### src/rtl/music_sequencer_if.sv
// Control and note-ROM bus between the player front end and the song sequencer.
interface music_sequencer_if #(
    parameter int ADDR_W = 8
) ();
    logic              play;
    logic              stop;
    logic              loop_en;
    logic [ADDR_W-1:0] rom_addr;
    logic [3:0]        rom_q;
    logic [3:0]        note_out;
    logic              playing;
    logic              beat_tick;
    logic              song_done;

    modport master (
        output play, stop, loop_en, rom_q,
        input  rom_addr, note_out, playing, beat_tick, song_done
    );

    modport slave (
        input  play, stop, loop_en, rom_q,
        output rom_addr, note_out, playing, beat_tick, song_done
    );
endinterface

### src/rtl/music_sequencer.sv
// Beat-timed song sequencer: walks the note ROM one note per beat with
// play/pause/stop, optional looping and a short rest between repeated notes.
module music_sequencer #(
    parameter int ADDR_W   = 8,
    parameter int SONG_LEN = 139,
    parameter int TICK_DIV = 250000,
    parameter int GAP_CYC  = 25000
) (
    input  logic               clk,
    input  logic               rst_n,
    music_sequencer_if.slave   bus
);
    localparam int CW = $clog2(TICK_DIV);
    localparam int GW = $clog2(GAP_CYC + 1);

    localparam logic [2:0] S_IDLE   = 3'd0;
    localparam logic [2:0] S_FETCH1 = 3'd1;
    localparam logic [2:0] S_FETCH2 = 3'd2;
    localparam logic [2:0] S_PLAY   = 3'd3;
    localparam logic [2:0] S_PAUSE  = 3'd4;

    logic [2:0]        state_q, state_d;
    logic [ADDR_W-1:0] addr_q, addr_d;
    logic [CW-1:0]     cnt_q, cnt_d;
    logic [GW-1:0]     gap_q, gap_d;
    logic [3:0]        prev_q, prev_d;
    logic [3:0]        cur_q, cur_d;
    logic              pend_q, pend_d;
    logic              tick;
    logic              last;

    assign tick = (state_q == S_PLAY) && (cnt_q == CW'(TICK_DIV - 1));
    assign last = (addr_q == ADDR_W'(SONG_LEN - 1));

    always_comb begin
        state_d = state_q;
        addr_d  = addr_q;
        cnt_d   = cnt_q;
        gap_d   = gap_q;
        prev_d  = prev_q;
        cur_d   = cur_q;
        pend_d  = pend_q;
        // Fetch cycles belong to the beat, so the counter runs through them.
        if (state_q == S_FETCH1 || state_q == S_FETCH2 || state_q == S_PLAY)
            cnt_d = tick ? '0 : cnt_q + CW'(1);
        unique case (state_q)
            S_IDLE: begin
                cnt_d = '0;
                if (bus.play) begin
                    state_d = S_FETCH1;
                    addr_d  = '0;
                end
            end
            S_FETCH1: state_d = S_FETCH2;
            S_FETCH2: begin
                cur_d = bus.rom_q;
                if (bus.rom_q == prev_q && bus.rom_q != 4'd0)
                    gap_d = GW'(GAP_CYC);
                state_d = pend_q ? S_PAUSE : S_PLAY;
                pend_d  = 1'b0;
            end
            S_PLAY: begin
                if (gap_q != '0)
                    gap_d = gap_q - GW'(1);
                if (tick) begin
                    prev_d  = cur_q;
                    gap_d   = '0;
                    pend_d  = bus.play;
                    state_d = S_FETCH1;
                    if (!last) begin
                        addr_d = addr_q + ADDR_W'(1);
                    end else begin
                        addr_d = '0;
                        if (!bus.loop_en) begin
                            state_d = S_IDLE;
                            prev_d  = '0;
                            pend_d  = 1'b0;
                        end
                    end
                end else if (bus.play) begin
                    state_d = S_PAUSE;
                end
            end
            S_PAUSE: begin
                if (bus.play)
                    state_d = S_PLAY;
            end
            default: state_d = S_IDLE;
        endcase
        if (bus.stop) begin
            state_d = S_IDLE;
            addr_d  = '0;
            cnt_d   = '0;
            gap_d   = '0;
            prev_d  = '0;
            cur_d   = '0;
            pend_d  = 1'b0;
        end
    end

    always_ff @(posedge clk) begin
        if (!rst_n) begin
            state_q <= S_IDLE;
            addr_q  <= '0;
            cnt_q   <= '0;
            gap_q   <= '0;
            prev_q  <= '0;
            cur_q   <= '0;
            pend_q  <= 1'b0;
        end else begin
            state_q <= state_d;
            addr_q  <= addr_d;
            cnt_q   <= cnt_d;
            gap_q   <= gap_d;
            prev_q  <= prev_d;
            cur_q   <= cur_d;
            pend_q  <= pend_d;
        end
    end

    assign bus.rom_addr  = addr_q;
    assign bus.playing   = (state_q == S_FETCH1) || (state_q == S_FETCH2) ||
                           (state_q == S_PLAY);
    assign bus.note_out  = (state_q == S_PLAY && gap_q == '0) ? cur_q : 4'd0;
    assign bus.beat_tick = tick;
    assign bus.song_done = tick && last && !bus.stop;
endmodule

### src/flat_wrapper.sv
// flat-port wrapper written by rule: the top's interface ports become plain ports
module music_sequencer_flat 
#(
    parameter int ADDR_W   = 8,
    parameter int SONG_LEN = 139,
    parameter int TICK_DIV = 250000,
    parameter int GAP_CYC  = 25000
)
  (clk, rst_n, bus_play, bus_stop, bus_loop_en, bus_rom_q, bus_rom_addr, bus_note_out, bus_playing, bus_beat_tick, bus_song_done);
  music_sequencer_if #(.ADDR_W(ADDR_W)) bus_i ();
  input  logic clk;
  input  logic rst_n;
  input wire logic [$bits(bus_i.play)-1:0] bus_play;
  input wire logic [$bits(bus_i.stop)-1:0] bus_stop;
  input wire logic [$bits(bus_i.loop_en)-1:0] bus_loop_en;
  input wire logic [$bits(bus_i.rom_q)-1:0] bus_rom_q;
  output wire logic [$bits(bus_i.rom_addr)-1:0] bus_rom_addr;
  output wire logic [$bits(bus_i.note_out)-1:0] bus_note_out;
  output wire logic [$bits(bus_i.playing)-1:0] bus_playing;
  output wire logic [$bits(bus_i.beat_tick)-1:0] bus_beat_tick;
  output wire logic [$bits(bus_i.song_done)-1:0] bus_song_done;
  assign bus_i.play = bus_play;
  assign bus_i.stop = bus_stop;
  assign bus_i.loop_en = bus_loop_en;
  assign bus_i.rom_q = bus_rom_q;
  assign bus_rom_addr = bus_i.rom_addr;
  assign bus_note_out = bus_i.note_out;
  assign bus_playing = bus_i.playing;
  assign bus_beat_tick = bus_i.beat_tick;
  assign bus_song_done = bus_i.song_done;
  music_sequencer #(.ADDR_W(ADDR_W), .SONG_LEN(SONG_LEN), .TICK_DIV(TICK_DIV), .GAP_CYC(GAP_CYC)) u_core (.clk(clk), .rst_n(rst_n), .bus(bus_i));
endmodule
### config.mk
export PLATFORM = sky130hd
export DESIGN_NAME = music_sequencer_flat
export DESIGN_NICKNAME = d
export VERILOG_FILES = /design/src/rtl/music_sequencer_if.sv /design/src/rtl/music_sequencer.sv /design/src/flat_wrapper.sv
export SDC_FILE = /design/constraint.sdc
export NUM_CORES = 1
export LEC_CHECK = 0
export CAP_MARGIN = 10
export CORE_ASPECT_RATIO = 0.75
export CORE_UTILIZATION = 51
export DETAILED_ROUTE_END_ITERATION = 8
export GPL_TIMING_DRIVEN = 0
export HOLD_SLACK_MARGIN = 0.08
export MAX_ROUTING_LAYER = met4
export PLACE_DENSITY = 0.71
export SLEW_MARGIN = 20
export SYNTH_ARGS = -nofsm -noshare
export SYNTH_HDL_FRONTEND = slang
export SYNTH_SLANG_ARGS = --single-unit
### constraint.sdc
create_clock -name clk -period 2.8 [get_ports clk]
set_input_delay 0.28 -clock clk [delete_from_list [all_inputs] [get_ports clk]]
set_output_delay 0.28 -clock clk [all_outputs]
set_load 0.01 [all_outputs]
==> results of run 1 <==
[metrics by stage]
step	cell area, sq um	power (mW)	hold WS, ps	utilization
2_1_floorplan	2930	0.836	416	-
3_3_place_gp	3250	0.871	459	0.598
3_5_place_dp	3250	0.871	462	0.598
4_1_cts	3370	1.28	477	0.620
5_1_grt	3380	1.32	487	0.621
6_report	3380	1.27	476	0.621
[what timing repair did]
action / in CTS / in global routing
pin swaps: 2 / 0
resized for setup: 9 / 2
setup buffers: 3 / 0
setup endpoints to repair: 6 / 5
[routing by layer]
metal	part of all wire	vias to the layer above
met3	0.062	9
met4	0.011	0
li1	-	1395
met1	0.51	1349
met2	0.42	81
met5	0	-
[state kept, by name, indices dropped and copies added (netlist names)]
| register | count |
|---|---|
| u_core.prev_q | 4 |
| u_core.pend_q | 1 |
| u_core.bus.rom_addr | 8 |
| u_core.cur_q | 4 |
| u_core.cnt_q | 18 |
| u_core.state_q | 3 |
| u_core.gap_q | 15 |
[where the power goes]
group	internal [mW]	total [mW]	leakage (nW)	switching, mW
combinational	0.0413	0.0969	0.625	0.0556
sequential	0.758	0.765	0.428	0.00709
clock	0.165	0.412	0.0399	0.247
[final timing paths]
check | end | slack [ps] | from
min | u_core.gap_q[7]$_SDFFE_PP0P_ | 480 | u_core.gap_q[7]$_SDFFE_PP0P_
max reg2reg | u_core.gap_q[1]$_SDFFE_PP0P_ | 200 | u_core.cnt_q[12]$_SDFFE_PP0P_
max | bus_note_out[2] | 110 | u_core.gap_q[8]$_SDFFE_PP0P_
min reg2reg | u_core.gap_q[7]$_SDFFE_PP0P_ | 480 | u_core.gap_q[7]$_SDFFE_PP0P_
[kinds of logic (layout without fill, tap and decap cells)]
kind of cell	Yosys count	in the layout
mux	2	2
simple gates	168	168
buf+inv	26	57
fa+ha+maj	5	5
xor+xnor	20	20
flops	53	53
compound gates	88	88
[final cells by class]
| type | instances | area share |
|---|---|---|
| plain buffers | 15 | 0.0226 |
| clock inverters | 1 | 0.00148 |
| inverters | 10 | 0.0111 |
| clock buffers | 5 | 0.0204 |
| well taps | 75 | 0.0278 |
| repair buffers | 26 | 0.0744 |
| multi-input cells | 283 | 0.528 |
| flip-flops and latches | 53 | 0.314 |
[critical path, stage by stage, from the launching register on]
cell and delay [ps]:
dfxtp_1 370, or4_4 580, nor3_4 220, and3_2 260, and2_1 140, clkdlybuf4s50_1 530
[placed cells by master (no fill, tap or decap), types with 4 or more instances in the layout]
cell type,count
and2_1,9
xnor2_1,9
clkdlybuf4s50_1,22
clkbuf_8,5
or3_1,6
inv_1,10
and3_1,5
nor2_1,44
nand2_1,27
o211ai_1,4
ha_1,5
or4_1,5
a22oi_1,5
nand4_1,8
nand3_1,19
xor2_1,11
o21ai_0,15
a21oi_1,25
clkbuf_1,10
dfxtp_1,52
a31oi_1,4
nor3_1,14
==> metrics.cfg, run 1 <==
[yosys]
synth_top_cells_by_count=53 x dfxtp_1, 44 x nor2_1, 28 x nand2_1, 25 x a21oi_1, 19 x nand3_1
synth.area.mux_share=0.00683
synth_adder_area_share=0.0214
synth_top_family_by_area=simple AND/OR/NAND/NOR gates
synth_edf_count=0
syn_area_sq_mm=0.00293
synthesis.nets=376
synth_seq_area_share=0.362
synth_cells=362
yosys.area_share.simple=0.300
synth.distinct_cells=64
synthFlopType=dfxtp_1
synth-seq-cells=53
yosys.area.top_type=dfxtp_1
syn_area_per_cell_sq_um=8.09
synth_async_sr_flop_share=0
synth_xor_area_frac=0.0598
synth_compound_area_frac=0.211
post-synth-top-count-cell=dfxtp_1
synth.yosys.warnings=0
synth_top_area_frac=0.362
synth.area.top_cells=dfxtp_1 36%, nor2_1 5.6%, a21oi_1 4.3%, nand2_1 3.6%, xor2_1 3.3%

[final_layout]
multi_input_area_sq_mm=0.00178
fin_nets=408
register_area_sq_mm=0.00106
n_antenna_cell=0
final.fill_count=493
area_growth_pct=15.4
drive_gt1_frac=0.0865
fin_cells=468

[flow_run]
cap_violations=0

[placed_design]
dp_hpwl_um=5280
pre_cts_ws_ps=-295
placedCellCount=460
globalplace.congestion=0.916
port_buffers=23

[critical_path]
cp-start-kind=flop
worstPathArrival_ps=2410
r2r.worst_path.cells=6
criticalPathCategory=reg2out
critPathMaxFanout=6
endpoint_kind=output pin
cp.required_ps=2520

[power_and_ir_drop]
vdd_drop_max_uv=209
power.leakage_nw=1.09
pwr_density_cell_mw_per_mm2=377

[clock_network]
clk_path_buf_depth=2
cts_max_level=2
cts_made_buffers=5
clkTransAtPathRegs_ps=90
cts.sinks=53
ctsHoldBuffers=0
insertion_delay_ps=310
cts_tree=built
cts_root_buffer=clkbuf_8

[die]
core_area_sq_mm=0.00544
die_h_um=67.6
start_util=0.539
ios=24
die_w_um=89.5
die_area_sq_mm=0.00605
fp-row-count=23

[grt]
grtUsageTotal=0.267
grt_pass1_vias=2456
grtUsageMet1=0.384
top_usage_layer=met1
grt_max_degree=15
antenna_found_initial=0
grt_pass1_wl_um=11900
globalRouteMet2Util=0.380
grt-ovfl-total=0
grt_use_met3=0.0538

[timing]
rsz0062_at_grt=yes
slew_violations=0
fin_setup_tns_ps=0
worstMarginPinSlew_ps=852
relSlewSlack=0.428
fmax_mhz=371
hold_viol=0
worst_slack_ps=106
fin_crit_ps=2690
finalClockSkew_ps=7.64
post-route-period-util=0.962
setup_viol=0

[route]
drc_errors=0
avgViaCountPerCell=6.06
antenna_left=0
drt_iter0_drc=188
drt_pass1_iterations=4
wirelength_um=7370
vias=2834
wl_per_cell_um=15.8

[hold_path]
hold_path.class=reg2reg
hold_depth=2

[outcome]
outcome=finished clean

No activity file was read; power rests on OpenSTA's default activity.
==> run 2: changes to the inputs <==
==> constraint.sdc (replaced) <==
create_clock -name clk -period 2.8 [get_ports clk]
set_input_delay 0.56 -clock clk [delete_from_list [all_inputs] [get_ports clk]]
set_output_delay 0.56 -clock clk [all_outputs]
set_load 0.01 [all_outputs]
==> metrics.cfg, run 2 (same netlist as run 1, synthesis figures left out) <==
[outcome]
outcome=finished clean

[clock_network]
cts_root_buffer=clkbuf_8
cts.sinks=53  ; unchanged
clk_path_buf_depth=2  ; unchanged
cts_max_level=2  ; unchanged
clkTransAtPathRegs_ps=90  ; about the same
cts_made_buffers=5  ; unchanged
cts_tree=built
insertion_delay_ps=310  ; about the same

[power_and_ir_drop]
switching_share=0.240  ; -0.00273
p_total_mw=1.27  ; -0.32%
combPwrFrac=0.077  ; about the same
pwr_density_cell_mw_per_mm2=370  ; -1.7%
power_frac_clock=0.321  ; -0.003
sequentialPowerShare=0.602  ; +0.002
power.leakage_nw=1.16  ; +6.1%
vdd_drop_max_uv=210  ; +0.41%
p_int_mw=0.965  ; about the same
power.switching_mw=0.305  ; -1.4%

[final_layout]
final_common_cell=dfxtp_1
drive_gt1_frac=0.109  ; +0.0226
fin_area_sq_mm=0.00343  ; +1.4%
final_util=0.630  ; +0.00897
n_antenna_cell=0  ; unchanged
final.fill_count=486  ; -1.4%
area_growth_pct=17.0
final_cell_mix=48 x dfxtp_1, 44 x nor2_1, 27 x nand2_1
largest_reg_flops=18  ; unchanged
fin_cells=469  ; +0.21%
top_register=u_core.cnt_q
fin_nets=409  ; +0.25%

[placed_design]
pre_cts_ws_ps=-575  ; -280 ps
port_buffers=23  ; unchanged
dpl_cell_area_sq_mm=0.00325  ; unchanged
dp_hpwl_um=5280  ; unchanged
placedCellCount=460  ; unchanged
globalplace.congestion=0.916  ; unchanged

[die]
fp-row-count=23  ; unchanged
ios=24  ; unchanged
die_w_um=89.5  ; unchanged
core_area_sq_mm=0.00544  ; unchanged
die_h_um=67.6  ; unchanged
start_util=0.539  ; unchanged
die_area_sq_mm=0.00605  ; unchanged

[critical_path]
path_cells=or4_4 > nor3_4 > and3_4 > buf_4 > and2_1 > dlygate4sd2_1
slowest_delay_ps=570  ; about the same
cp.required_ps=2240  ; -280 ps
crit_family=simple AND/OR/NAND/NOR gates
criticalPathCategory=reg2out
endpoint_kind=output pin
worstPathArrival_ps=2190  ; -220 ps
path_depth=6  ; +1
r2r.worst_path.cells=6  ; unchanged
crit_buf_inv=2  ; +1
cp-start-kind=flop
critPathMaxFanout=6  ; unchanged
critical-path-slowest-cell=or4_4

[grt]
grtUsageTotal=0.269  ; +0.00135
grt_pass1_vias=2472  ; +0.65%
antenna_found_initial=0  ; unchanged
grt_max_degree=15  ; unchanged
grt-ovfl-total=0  ; unchanged
grt_pass1_wl_um=12000  ; +0.64%

[hold_path]
hold_depth=2  ; unchanged
hold_path.class=reg2reg

[timing]
slew_violations=0  ; unchanged
hold_viol=0  ; unchanged
fin_crit_ps=2750  ; +57.0 ps
hold_slack_ps=476  ; +0.734 ps
rsz0062_at_grt=yes
worst_slack_ps=48.7  ; -57.0 ps
post-route-period-util=0.983  ; +0.0203
fin_setup_tns_ps=0  ; unchanged
fmax_mhz=363  ; -2.1%
worstMarginPinSlew_ps=896  ; +44.8 ps
finalClockSkew_ps=8.62  ; +0.977 ps
relSlewSlack=0.398  ; -0.0301
setup_viol=0  ; unchanged

[route]
wl_per_cell_um=15.7  ; -0.24%
avgViaCountPerCell=6.08  ; +0.46%
drt_iter0_drc=171  ; -9.0%
vias=2853  ; +0.67%
drc_errors=0  ; unchanged
antenna_left=0  ; unchanged
wirelength_um=7370  ; about the same
drt_pass1_iterations=4  ; unchanged

[flow_run]
cap_violations=0  ; unchanged

## run 2: final timing paths
kind | end | slack [ps] | start
worst max-delay path | bus_note_out[3] | 50 | u_core.gap_q[8]$_SDFFE_PP0P_
worst min-delay path | u_core.gap_q[7]$_SDFFE_PP0P_ | 480 | u_core.gap_q[7]$_SDFFE_PP0P_
worst max register to register | u_core.gap_q[1]$_SDFFE_PP0P_ | 210 | u_core.cnt_q[9]$_SDFFE_PP0P_
worst min register to register | u_core.gap_q[7]$_SDFFE_PP0P_ | 480 | u_core.gap_q[7]$_SDFFE_PP0P_
## run 2: worst min-delay path: cells and delay by family (launching register included)
kind	cells	cell delay [ps]
simple gates	1	60
flops	1	330
compound gates	1	50
## run 2: per-layer routing
layer,track usage,wire [um]
met5,-,0
met4,0.0694,100
met2,0.384,3090
met1,0.385,3710
met3,0.0538,477
## run 2: timing repair
action / 4_1_cts / 5_1_grt
hold buffers: 0 / 0
pin swaps: 4 / 1
resized for setup: 27 / 5
setup buffers: 4 / 0
endpoints found under the setup margin: 6 / 3
## run 2: area by class of cell
class / instances / area, sq um / area share
multi-input cells: 283 / 1820 / 0.532
inverters: 10 / 37.5 / 0.0109
well taps: 75 / 93.8 / 0.0274
clock inverters: 1 / 5.00 / 0.00146
clock buffers: 5 / 68.8 / 0.0201
flip-flops and latches: 53 / 1070 / 0.311
plain buffers: 15 / 77.6 / 0.0226
repair buffers: 27 / 255 / 0.0745
## run 2: power by group through the flow
stage                     Clock [mW]  Combinational, mW  Sequential [mW]
after global routing           0.447              0.107            0.767
final                          0.407             0.0976            0.765
after global placement             0             0.0898            0.781
after detailed placement           0             0.0898            0.781
after CTS                      0.420             0.0964            0.765
after floorplan                    0             0.0558            0.780
==> run 3: changes to the inputs <==
Settings changed: SLEW_MARGIN 20 to unset.
==> results of run 3 <==
The final DEF is identical to that of run 2; final timing and power are the same.
